File: config.mk
export PLATFORM = sky130hd
export DESIGN_NAME = imem_access_arbiter_flat
export DESIGN_NICKNAME = d
export VERILOG_FILES = /design/src/rtl/imem_access_arbiter_if.sv /design/src/rtl/imem_access_arbiter.sv /design/src/flat_wrapper.sv
export SDC_FILE = /design/constraint.sdc
export NUM_CORES = 1
export LEC_CHECK = 0
export CAP_MARGIN = 10
export CORE_ASPECT_RATIO = 0.8
export CORE_MARGIN = 4
export CORE_UTILIZATION = 38
export CTS_CLUSTER_SIZE = 8
export DETAILED_ROUTE_END_ITERATION = 8
export GPL_TIMING_DRIVEN = 0
export PLACE_DENSITY = 0.83
export SYNTH_ARGS = -nofsm -noshare
export SYNTH_HDL_FRONTEND = slang
export SYNTH_SLANG_ARGS = --single-unit
export TNS_END_PERCENT = 5
File: constraint.sdc
create_clock -name clk -period 4.5 [get_ports clk]
set_input_delay 0.9 -clock clk [delete_from_list [all_inputs] [get_ports clk]]
set_output_delay 0.9 -clock clk [all_outputs]
set_load 0.1 [all_outputs]
File: src/rtl/imem_access_arbiter_if.sv
// Bus bundle between the fetch port, the loader port, the IM array and the arbiter.
// slave = arbiter side; master = requesters plus the memory array.
interface imem_access_arbiter_if;
  logic        f_req;
  logic [31:0] f_addr;
  logic        f_gnt;
  logic        f_err;
  logic        f_rvalid;
  logic [31:0] f_rdata;
  logic        l_req;
  logic [31:0] l_addr;
  logic [31:0] l_data;
  logic        wr_en;
  logic        l_gnt;
  logic        l_err;
  logic        im_cs;
  logic        im_wr;
  logic        im_rd;
  logic [31:0] im_addr;
  logic [31:0] im_din;
  logic [31:0] im_dout;

  modport slave (
    input  f_req, f_addr, l_req, l_addr, l_data, wr_en, im_dout,
    output f_gnt, f_err, f_rvalid, f_rdata, l_gnt, l_err,
           im_cs, im_wr, im_rd, im_addr, im_din
  );

  modport master (
    output f_req, f_addr, l_req, l_addr, l_data, wr_en, im_dout,
    input  f_gnt, f_err, f_rvalid, f_rdata, l_gnt, l_err,
           im_cs, im_wr, im_rd, im_addr, im_din
  );
endinterface

File: src/rtl/imem_access_arbiter.sv
// Sole master of the instruction memory: arbitrates fetch reads against loader writes,
// issues one-cycle memory commands and rejects misaligned, out-of-range or unpermitted requests.
module imem_access_arbiter #(
  parameter int ADDR_LIMIT = 4096,
  parameter int LOADER_MAX = 4
) (
  input logic                  clk,
  input logic                  reset,
  imem_access_arbiter_if.slave bus
);

  localparam logic [1:0] IDLE = 2'd0;
  localparam logic [1:0] RD   = 2'd1;
  localparam logic [1:0] WR   = 2'd2;
  localparam logic [1:0] ERR  = 2'd3;

  localparam int              BW        = $clog2(LOADER_MAX + 1);
  localparam logic [31:0]     LAST_WORD = 32'(ADDR_LIMIT - 4);
  localparam logic [BW-1:0]   BURST_MAX = BW'(LOADER_MAX);

  logic [1:0]    state;
  logic [BW-1:0] burst;
  logic          pick_f;
  logic          pick_l;
  logic          f_bad;
  logic          l_bad;

  // Loader wins contention until it has used up its burst allowance.
  always_comb begin
    pick_f = bus.f_req && (!bus.l_req || burst == BURST_MAX);
    pick_l = bus.l_req && !pick_f;
    f_bad  = (bus.f_addr[1:0] != 2'b00) || (bus.f_addr > LAST_WORD);
    l_bad  = (bus.l_addr[1:0] != 2'b00) || (bus.l_addr > LAST_WORD) || !bus.wr_en;
  end

  always_ff @(posedge clk or posedge reset) begin
    if (reset) begin
      state        <= IDLE;
      burst        <= '0;
      bus.f_gnt    <= 1'b0;
      bus.f_err    <= 1'b0;
      bus.f_rvalid <= 1'b0;
      bus.f_rdata  <= '0;
      bus.l_gnt    <= 1'b0;
      bus.l_err    <= 1'b0;
      bus.im_cs    <= 1'b0;
      bus.im_wr    <= 1'b0;
      bus.im_rd    <= 1'b0;
      bus.im_addr  <= '0;
      bus.im_din   <= '0;
    end else begin
      bus.f_gnt    <= 1'b0;
      bus.f_err    <= 1'b0;
      bus.f_rvalid <= 1'b0;
      bus.l_gnt    <= 1'b0;
      bus.l_err    <= 1'b0;
      bus.im_cs    <= 1'b0;
      bus.im_wr    <= 1'b0;
      bus.im_rd    <= 1'b0;
      state        <= IDLE;

      case (state)
        IDLE: begin
          if (pick_f) begin
            bus.f_gnt <= 1'b1;
            if (f_bad) begin
              bus.f_err <= 1'b1;
              state     <= ERR;
            end else begin
              bus.im_cs   <= 1'b1;
              bus.im_rd   <= 1'b1;
              bus.im_addr <= bus.f_addr;
              state       <= RD;
            end
          end else if (pick_l) begin
            bus.l_gnt <= 1'b1;
            if (l_bad) begin
              bus.l_err <= 1'b1;
              state     <= ERR;
            end else begin
              bus.im_cs   <= 1'b1;
              bus.im_wr   <= 1'b1;
              bus.im_addr <= bus.l_addr;
              bus.im_din  <= bus.l_data;
              state       <= WR;
            end
          end
        end
        RD: begin
          bus.f_rdata  <= bus.im_dout;
          bus.f_rvalid <= 1'b1;
        end
        default: ;
      endcase

      // Rejected loader requests still count toward the burst, so an erroring loader cannot starve fetch.
      if (!bus.f_req || (state == IDLE && pick_f))
        burst <= '0;
      else if (state == IDLE && pick_l && burst != BURST_MAX)
        burst <= burst + BW'(1);
    end
  end

endmodule

File: src/flat_wrapper.sv
// flat-port wrapper written by rule: the top's interface ports become plain ports
module imem_access_arbiter_flat 
#(
  parameter int ADDR_LIMIT = 4096,
  parameter int LOADER_MAX = 4
)
  (clk, reset, bus_f_req, bus_f_addr, bus_l_req, bus_l_addr, bus_l_data, bus_wr_en, bus_im_dout, bus_f_gnt, bus_f_err, bus_f_rvalid, bus_f_rdata, bus_l_gnt, bus_l_err, bus_im_cs, bus_im_wr, bus_im_rd, bus_im_addr, bus_im_din);
  imem_access_arbiter_if bus_i ();
  input logic clk;
  input logic reset;
  input wire logic [$bits(bus_i.f_req)-1:0] bus_f_req;
  input wire logic [$bits(bus_i.f_addr)-1:0] bus_f_addr;
  input wire logic [$bits(bus_i.l_req)-1:0] bus_l_req;
  input wire logic [$bits(bus_i.l_addr)-1:0] bus_l_addr;
  input wire logic [$bits(bus_i.l_data)-1:0] bus_l_data;
  input wire logic [$bits(bus_i.wr_en)-1:0] bus_wr_en;
  input wire logic [$bits(bus_i.im_dout)-1:0] bus_im_dout;
  output wire logic [$bits(bus_i.f_gnt)-1:0] bus_f_gnt;
  output wire logic [$bits(bus_i.f_err)-1:0] bus_f_err;
  output wire logic [$bits(bus_i.f_rvalid)-1:0] bus_f_rvalid;
  output wire logic [$bits(bus_i.f_rdata)-1:0] bus_f_rdata;
  output wire logic [$bits(bus_i.l_gnt)-1:0] bus_l_gnt;
  output wire logic [$bits(bus_i.l_err)-1:0] bus_l_err;
  output wire logic [$bits(bus_i.im_cs)-1:0] bus_im_cs;
  output wire logic [$bits(bus_i.im_wr)-1:0] bus_im_wr;
  output wire logic [$bits(bus_i.im_rd)-1:0] bus_im_rd;
  output wire logic [$bits(bus_i.im_addr)-1:0] bus_im_addr;
  output wire logic [$bits(bus_i.im_din)-1:0] bus_im_din;
  assign bus_i.f_req = bus_f_req;
  assign bus_i.f_addr = bus_f_addr;
  assign bus_i.l_req = bus_l_req;
  assign bus_i.l_addr = bus_l_addr;
  assign bus_i.l_data = bus_l_data;
  assign bus_i.wr_en = bus_wr_en;
  assign bus_i.im_dout = bus_im_dout;
  assign bus_f_gnt = bus_i.f_gnt;
  assign bus_f_err = bus_i.f_err;
  assign bus_f_rvalid = bus_i.f_rvalid;
  assign bus_f_rdata = bus_i.f_rdata;
  assign bus_l_gnt = bus_i.l_gnt;
  assign bus_l_err = bus_i.l_err;
  assign bus_im_cs = bus_i.im_cs;
  assign bus_im_wr = bus_i.im_wr;
  assign bus_im_rd = bus_i.im_rd;
  assign bus_im_addr = bus_i.im_addr;
  assign bus_im_din = bus_i.im_din;
  imem_access_arbiter #(.ADDR_LIMIT(ADDR_LIMIT), .LOADER_MAX(LOADER_MAX)) u_core (.clk(clk), .reset(reset), .bus(bus_i));
endmodule
======== Yosys cells after proc, flatten, opt, wreduce, memory -nomap -nowiden ========
Index checks and enable logic that the tools add are counted.
storage, ports and cells
  input port bits ......................... 133
  flip-flop bits (word level) ............. 109
  word-level logic and storage cells ...... 77
operators by class
  reductions and logical operators ........ 21
  equal/unequal tests ..................... 5
  add/sub/neg operators ................... 1
  bitwise gates (word level) .............. 2
  mux-type cells .......................... 33
  order comparisons ....................... 2
operator list
  kind                                                    count
  two-way mux 32 bit                                      4
  > comparator 32 x 12 -> 1 bit (second input constant)   2
  two-way mux 1 bit                                       23
  two-way mux 2 bit                                       4
  AND reduction 4 bit                                     2
  nonzero test 2 bit                                      4
  two-way mux 3 bit                                       2
  logical AND 1 bit                                       5
  logical OR 1 bit                                        5
  zero test 1 bit                                         4
  adder 3 x 1 -> 3 bit (second input constant)            1
  == test 3 bit (second input constant)                   1
  inequality test 3 bit (second input constant)           1
  == test 2 x 1 -> 1 bit (second input constant)          1
  zero test 2 bit                                         1
  inequality test 2 x 1 -> 1 bit (second input constant)  1
  inequality test 2 bit (second input constant)           1
  NOT 1 bit                                               2

======== Depth between registers and ports, before layout ========
Gate-level depths: netlist (run 1).
  depth after elaboration ................. 9
  mapped depth ............................ 8

======== Least setup slack after synthesis (run 1) ========
Ideal clock, no wire load.
  path kind ............................... input to register
  start ................................... input port bus_l_addr[27]
  end ..................................... register u_core.bus.im_din[10] in the netlist's numbering
  arrival time ............................ 2,274 ps
  path buffers ............................ 1
  stages .................................. 5
  path slack .............................. 2,100 ps
  cell sequence ........................... nor4b_1 > nand4_1 > nor3_4 > buf_2 > mux2_2
between the ends
  longest elaborated chain between the ends .. 5
RTL lines
  item                                  line                          text
  from (decl)                           flat_wrapper.sv:14            input wire logic [$bits(bus_i.l_addr)-1:0] bus_l_addr;
  > comparator 32 x 12 -> 1 bit         imem_access_arbiter.sv:33     l_bad = (bus.l_addr[1:0] != 2'b00) || (bus.l_addr > LAST_WORD) || !bus.wr_en;
  logical OR 1 bit (2 in a row)         imem_access_arbiter.sv:33
  NOT 1 bit (no source line)            --
  AND reduction 4 bit (no source line)  --
  to (signal assigned)                  imem_access_arbiter.sv:84     bus.im_din <= bus.l_data;
  to (decl)                             imem_access_arbiter_if.sv:26  im_cs, im_wr, im_rd, im_addr, im_din
Every way passes these cells.
A chain may end at the register's enable or synchronous reset.

======== Worst setup path after layout (run 1) ========
  start ................................... input port bus_l_addr[27]
  end ..................................... register u_core.bus.im_din[13] in the netlist's numbering
Same word-level chain as after synthesis.

==> flow_metrics.tcl, run 1 <==
set metrics [dict create \
    slew_violations 0 \
    start_util_pct 38.7 \
    place.gp.congestion 0.783 \
    drc 0 \
    post_cts_buffers 0 \
    ant_nets 0 \
    areaGrowthSynthToFinish_pct 68.7 \
    synth_compound_area_share_pct 1.07 \
    grt_pass1_wl_mm 17.9 \
    via_per_inst 4.69 \
    cts-resized-gates 0 \
    crit_path_cell_trace "clkdlybuf4s50_1 -> nor4b_1 -> nand4_1 -> nor3_4 -> buf_2 -> mux2_2" \
    core_um2 10800 \
    worst_slew_margin_rel_pct 31.4 \
    leakagePower_nw 3.14 \
    crit_type "input port to flop" \
    slowest_delay_ps 440 \
    grt_pass1_vias 3475 \
    syn_area_per_cell_um2 15.1 \
    std_cell_rows 34 \
    wl_per_cell_um 16.7 \
    layout.nets 660 \
    power.density_nw_per_um2 555 \
    die-width_um 125 \
    end_kind "flop" \
    postCtsHoldBufs 0 \
    clkSinkCount 109 \
    crit_path_start_kind "input port" \
    syn_area_um2 4190 \
    synth_fa_ha_area_share_pct 0.597 \
    tritoncts "done" \
    io_buffers 236 \
    grt_usage_pct 17.7 \
    crit_fanout 10 \
    seq_area_frac_synth_pct 65.0 \
    cp_top_family "simple AND/OR/NAND/NOR gates" \
    first_pass_iters 4 \
    synthSimpleGateAreaFrac_pct 8.29 \
    die_height_um 102 \
    synth_nets 412 \
    tightest_slew_ps 1030 \
    hp-class "flop to flop" \
    required_ps 4720 \
    skew_ps 5.01 \
    path_buf_inv 2 \
    cts.clk_slew.worst_paths_ps 70 \
    num_vias 3162 \
    cp.arrival_ps 3000 \
    setup_tns_ps 0 \
    ios 237 \
    overflow 0 \
    cp-startpoint "bus_l_addr[27]" \
    synth_mux_area_share_pct 23.2 \
    numCtsBuffers 9 \
    fmax_ghz 0.360 \
    worstHoldStart "u_core.bus.im_addr[31]$_DFFE_PP0P_" \
    synth_xor_area_share_pct 0 \
    status "completed" \
    fin_cells 674 \
    period_minus_slack_ps 2780 \
    insertedDiodeCount 0 \
    synth_top_family_by_area "multiplexers" \
    htree_levels 3 \
    syn_inst 277 \
    antenna_found_initial 0 \
    final_util_pct 65.2 \
    period_share_pct 61.7 \
    power_mw 3.93 \
    hold-worst-slack_ps 487 \
    clk_latency_ps 330 \
    drt_iter0_markers 86 \
    critPathSlowestCell "nor3_4" \
    ys_ff_latch 109 \
    routed_wl_mm 11.3 \
    drv_cap 0 \
    setup_viol 0 \
    final_layout_size_suffix_gt1_share_pct 21.3 \
    vdd_drop_max_mv 0.315 \
    post-dp-hpwl_mm 9.01 \
    root_buffer "clkbuf_16" \
    hold_violations 0 \
    die_area_um2 12800 \
    clockBufferDepth 2 \
    regToRegStartpoint "u_core.burst[0]$_DFFE_PP0P_" \
    placed_cells 658 \
    rsz0062_at_grt "no" \
    ys_types 26 \
    yosys_warnings 0 \
    grt_max_degree 57 \
]
[registers in the layout (all words and copies together), names as in the netlist]
register and cells:
u_core.bus.f_err 1, u_core.burst 3, u_core.bus.l_err 1, u_core.bus.im_rd 1
u_core.bus.f_rdata 32, u_core.bus.l_gnt 1, u_core.bus.im_addr 32, u_core.bus.f_gnt 1
u_core.bus.im_din 32, u_core.bus.im_cs 1, u_core.bus.f_rvalid 1, u_core.bus.im_wr 1
u_core.state 2
[synthesized netlist by cell type, drive strengths merged]
cell type	number	area [um^2]
buf	5	31.3
nand2	6	22.5
a21boi	1	7.51
ha	2	25.0
and2	24	150
nor3	2	21.3
mux2	84	972
nor2	6	25.0
a21oi	1	5.00
o21ai	3	15.0
dfrtp	109	2730
nand4	2	12.5
nor4b	1	8.76
nor4	10	68.8
clkbuf	6	22.5
o21a	1	7.51
nand3	4	20.0
a21bo	1	10.0
inv	6	22.5
or2	2	12.5
nor2b	1	6.26
[worst reg2reg max path: stages, from the launching register on]
cell	delay [ps]
dfrtp_1	400
inv_1	60
ha_1	210
a21bo_2	240
nand2_1	280
buf_2	300
mux2_2	360
mux2_4	260
[area by class of cell]
type | count | area (um^2)
Tap cell | 144 | 180
Fill cell | 792 | 3770
Multi-Input combinational cell | 151 | 1390
Buffer | 11 | 53.8
Sequential cell | 109 | 2730
Inverter | 6 | 25.0
Timing Repair Buffer | 237 | 2390
Clock inverter | 6 | 70.1
Clock buffer | 10 | 239
[metal layers]
metal / up-vias / wire (um) / global-route usage [%]
met5: - / 0 / 0
met4: 0 / 72 / 4.08
met3: 7 / 1120 / 8.67
met2: 141 / 5660 / 30.3
met1: 1555 / 4400 / 20.3
li1: 1459 / - / -
[metrics by stage]
| stage | instance area, um^2 | worst slack (ps) |
|---|---|---|
| after floorplan | 4190 | 726 |
| after global placement | 6740 | -775 |
| after detailed placement | 6770 | 1340 |
| after CTS | 7080 | 1680 |
| after global routing | 7080 | 1600 |
| final | 7080 | 1720 |
[report_power, final]
group,leakage (nW),switching (mW),internal [mW]
registers,1.45,0.0791,1.14
logic,1.54,1.38,0.519
clock network,0.153,0.355,0.452
total,3.14,1.82,2.11
[worst paths after layout]
kind,to,slack [ps],cells after the start
max,u_core.bus.im_din[13]$_DFFE_PP0P_,1720,6
min,u_core.bus.im_addr[31]$_DFFE_PP0P_,490,1
max reg2reg,u_core.bus.im_addr[6]$_DFFE_PP0P_,2290,7
min reg2reg,u_core.bus.im_addr[31]$_DFFE_PP0P_,490,1
max in group asynchronous,u_core.bus.im_wr$_DFF_PP0_,2770,3
min in group asynchronous,u_core.bus.f_rdata[16]$_DFFE_PP0P_,1030,2
[kinds of logic (layout without fill, tap and decap cells)]
logic type	count (synthesis)	in the layout
flops	109	109
mux	84	84
simple gates	58	58
buf+inv	17	270
compound gates	7	7
fa+ha+maj	2	2
[layout by cell type (no fill, tap or decap), types with 2 or more instances in the layout]
| cell type | count |
|---|---|
| clkbuf_16 | 9 |
| buf_2 | 4 |
| nand4_1 | 2 |
| clkdlybuf4s50_1 | 236 |
| clkbuf_1 | 6 |
| or2_2 | 2 |
| nand2_1 | 6 |
| ha_1 | 2 |
| inv_1 | 5 |
| mux2_4 | 7 |
| dfrtp_1 | 109 |
| o21ai_0 | 3 |
| mux2_2 | 77 |
| nand3_1 | 4 |
| and2_1 | 24 |
| clkinv_4 | 2 |
| nor4_1 | 9 |
| inv_6 | 2 |
| nor2_1 | 5 |
No activity file was read; power rests on OpenSTA's default activity.
==> run 2, diff against run 1 <==
==> constraint.sdc (replaced) <==
create_clock -name clk -period 2.7 [get_ports clk]
set_input_delay 0.54 -clock clk [delete_from_list [all_inputs] [get_ports clk]]
set_output_delay 0.54 -clock clk [all_outputs]
set_load 0.1 [all_outputs]
==> run 2 against run 1 <==
Global-route usage grew 0.36 points. Cell area is essentially flat. Utilization shrank 0.058 points. First-iteration DRC count rose by 7.0%. Non-clock buffer count rose by 2. Via count down 0.57%. Hold slack better by 1.4 ps. Clock skew increased by 2.7 ps. Critical endpoint is now bus_im_addr[15]. Count of clock-buffer cells in the layout up 1. Sequential cell count unchanged. Register-to-register slack worse by 1800 ps. Critical path depth is 5 lower.
==> flow_metrics.tcl, run 2 (synthesis gave the netlist of run 1 again) <==
set metrics [dict create \
    skew_ps 7.67 \
    status "completed" \
    die_height_um 102 \
    routed_wl_mm 11.6 \
    grt_pass1_wl_mm 18.1 \
    p_clk_share_pct 18.8 \
    htree_levels 3 \
    vdd_drop_max_mv 0.554 \
    std_cell_rows 34 \
    die_area_um2 12800 \
    required_ps 2160 \
    die-width_um 125 \
    start_util_pct 38.7 \
    cts-resized-gates 0 \
    top_regs "u_core.bus.f_rdata: 32 flops, u_core.bus.im_addr: 32 flops, u_core.bus.im_din: 32 flops" \
    tritoncts "done" \
    path_buf_inv 1 \
    root_buffer "clkbuf_16" \
    num_vias 3144 \
    clkSinkCount 109 \
    numCtsBuffers 9 \
    place_ws_ps -97.3 \
    hold_violations 0 \
    first_pass_iters 4 \
    fmax_ghz 0.413 \
    crit_type "flop to output port" \
    r2r_slack_ps 490 \
    grt_max_degree 34 \
    clockBufferDepth 2 \
    drv_cap 0 \
    period_minus_slack_ps 2420 \
    io_buffers 236 \
    leakagePower_nw 3.13 \
    hp-class "flop to flop" \
    grt_usage_pct 18.0 \
    end_kind "output port" \
    drc 0 \
    slew_violations 0 \
    drt_iter0_markers 92 \
    crit_path_start_kind "flop" \
    cts.clk_slew.worst_paths_ps 70 \
    post-dp-hpwl_mm 9.41 \
    final_layout_size_suffix_gt1_share_pct 21.2 \
    slowest_delay_ps 1180 \
    period_share_pct 89.7 \
    netSwitchingPower_mw 3.02 \
    rsz0062_at_grt "no" \
    grt_pass1_vias 3492 \
    setup_slack_ps 278 \
    place.gp.congestion 0.786 \
    power.density_nw_per_um2 909 \
    p_int_mw 3.41 \
    ant_nets 0 \
    crit_path_cell_trace "clkdlybuf4s50_1" \
    via_per_inst 4.65 \
    worst_slew_margin_rel_pct 30.0 \
    setup_viol 0 \
    antenna_found_initial 0 \
    clk_latency_ps 340 \
    areaGrowthSynthToFinish_pct 68.6 \
    critPathSlowestCell "clkdlybuf4s50_1" \
    post_cts_buffers 0 \
    final_cell_mix "clkdlybuf4s50_1, dfrtp_1, mux2_2, and2_1" \
    switching_share_pct 47.0 \
    crit_fanout 2 \
    comb_power_share_pct 49.4 \
    core_um2 10800 \
    overflow 0 \
    cp.arrival_ps 1880 \
    hold-worst-slack_ps 488 \
    ios 237 \
    mostFrequentLayoutCell "clkdlybuf4s50_1" \
    layout.nets 662 \
    tightest_slew_ps 1050 \
    seqPwrFrac_pct 31.8 \
    insertedDiodeCount 0 \
    postCtsHoldBufs 0 \
    wl_per_cell_um 17.1 \
    cp_top_family "buffers and inverters" \
]
run 2: cell types whose count changed in the layout (fill, tap and decap cells not counted):
cell / change
clkbuf_8: -1
clkinvlp_4: +1
buf_16: -1
inv_4: -1
inv_6: -1
clkbuf_1: +2
clkinv_2: +1
buf_12: +3
bufinv_16: -1
run 2: final timing paths:
check                                              startpoint                            endpoint  depth (start not counted)
min reg2reg                u_core.bus.im_addr[31]$_DFFE_PP0P_  u_core.bus.im_addr[31]$_DFFE_PP0P_                          1
max reg2reg                       u_core.burst[0]$_DFFE_PP0P_    u_core.bus.im_din[7]$_DFFE_PP0P_                          7
max                        u_core.bus.im_addr[15]$_DFFE_PP0P_                     bus_im_addr[15]                          1
min in group asynchronous                               reset  u_core.bus.f_rdata[23]$_DFFE_PP0P_                          2
max in group asynchronous                               reset   u_core.bus.im_din[23]$_DFFE_PP0P_                          5
min                        u_core.bus.im_addr[31]$_DFFE_PP0P_  u_core.bus.im_addr[31]$_DFFE_PP0P_                          1
run 2: per-stage QoR:
stage | utilization [%] | instance area, um^2 | cells | power, mW | TNS (ps)
CTS | 65.2 | 7070 | 676 | 6.50 | 0
floorplan | - | 4200 | 277 | 4.39 | 0
detailed placement | 62.7 | 6800 | 660 | 5.28 | -2900
global route | 65.2 | 7070 | 676 | 6.66 | 0
global placement | 62.1 | 6740 | 657 | 5.21 | -19880
finish | 65.2 | 7070 | 676 | 6.43 | 0
run 2: layer usage:
| layer | track usage (%) | up-vias | share of wire (%) |
|---|---|---|---|
| li1 | - | 1456 | - |
| met4 | 5.50 | 0 | 1.5 |
| met5 | 0 | - | 0 |
| met2 | 31.5 | 159 | 50 |
| met1 | 20.1 | 1512 | 38 |
| met3 | 8.25 | 17 | 10 |
run 2: area by class of cell:
class                      count  area [um^2]
tap                          144          180
multi-input combinational    151         1390
clock inverter                 5         36.3
clock buffer                  11          233
fill                         799         3780
buffer                        11         53.8
inverter                       6         26.3
sequential                   109         2730
timing repair buffer         239         2420
run 2: power groups by stage:
stage	sequential [mW]	clock, mW	combinational (mW)
2_1_floorplan	3.97	0	0.417
3_3_place_gp	2.06	0	3.15
3_5_place_dp	2.08	0	3.20
4_1_cts	2.05	1.25	3.20
5_1_grt	2.08	1.31	3.27
6_report	2.04	1.21	3.18
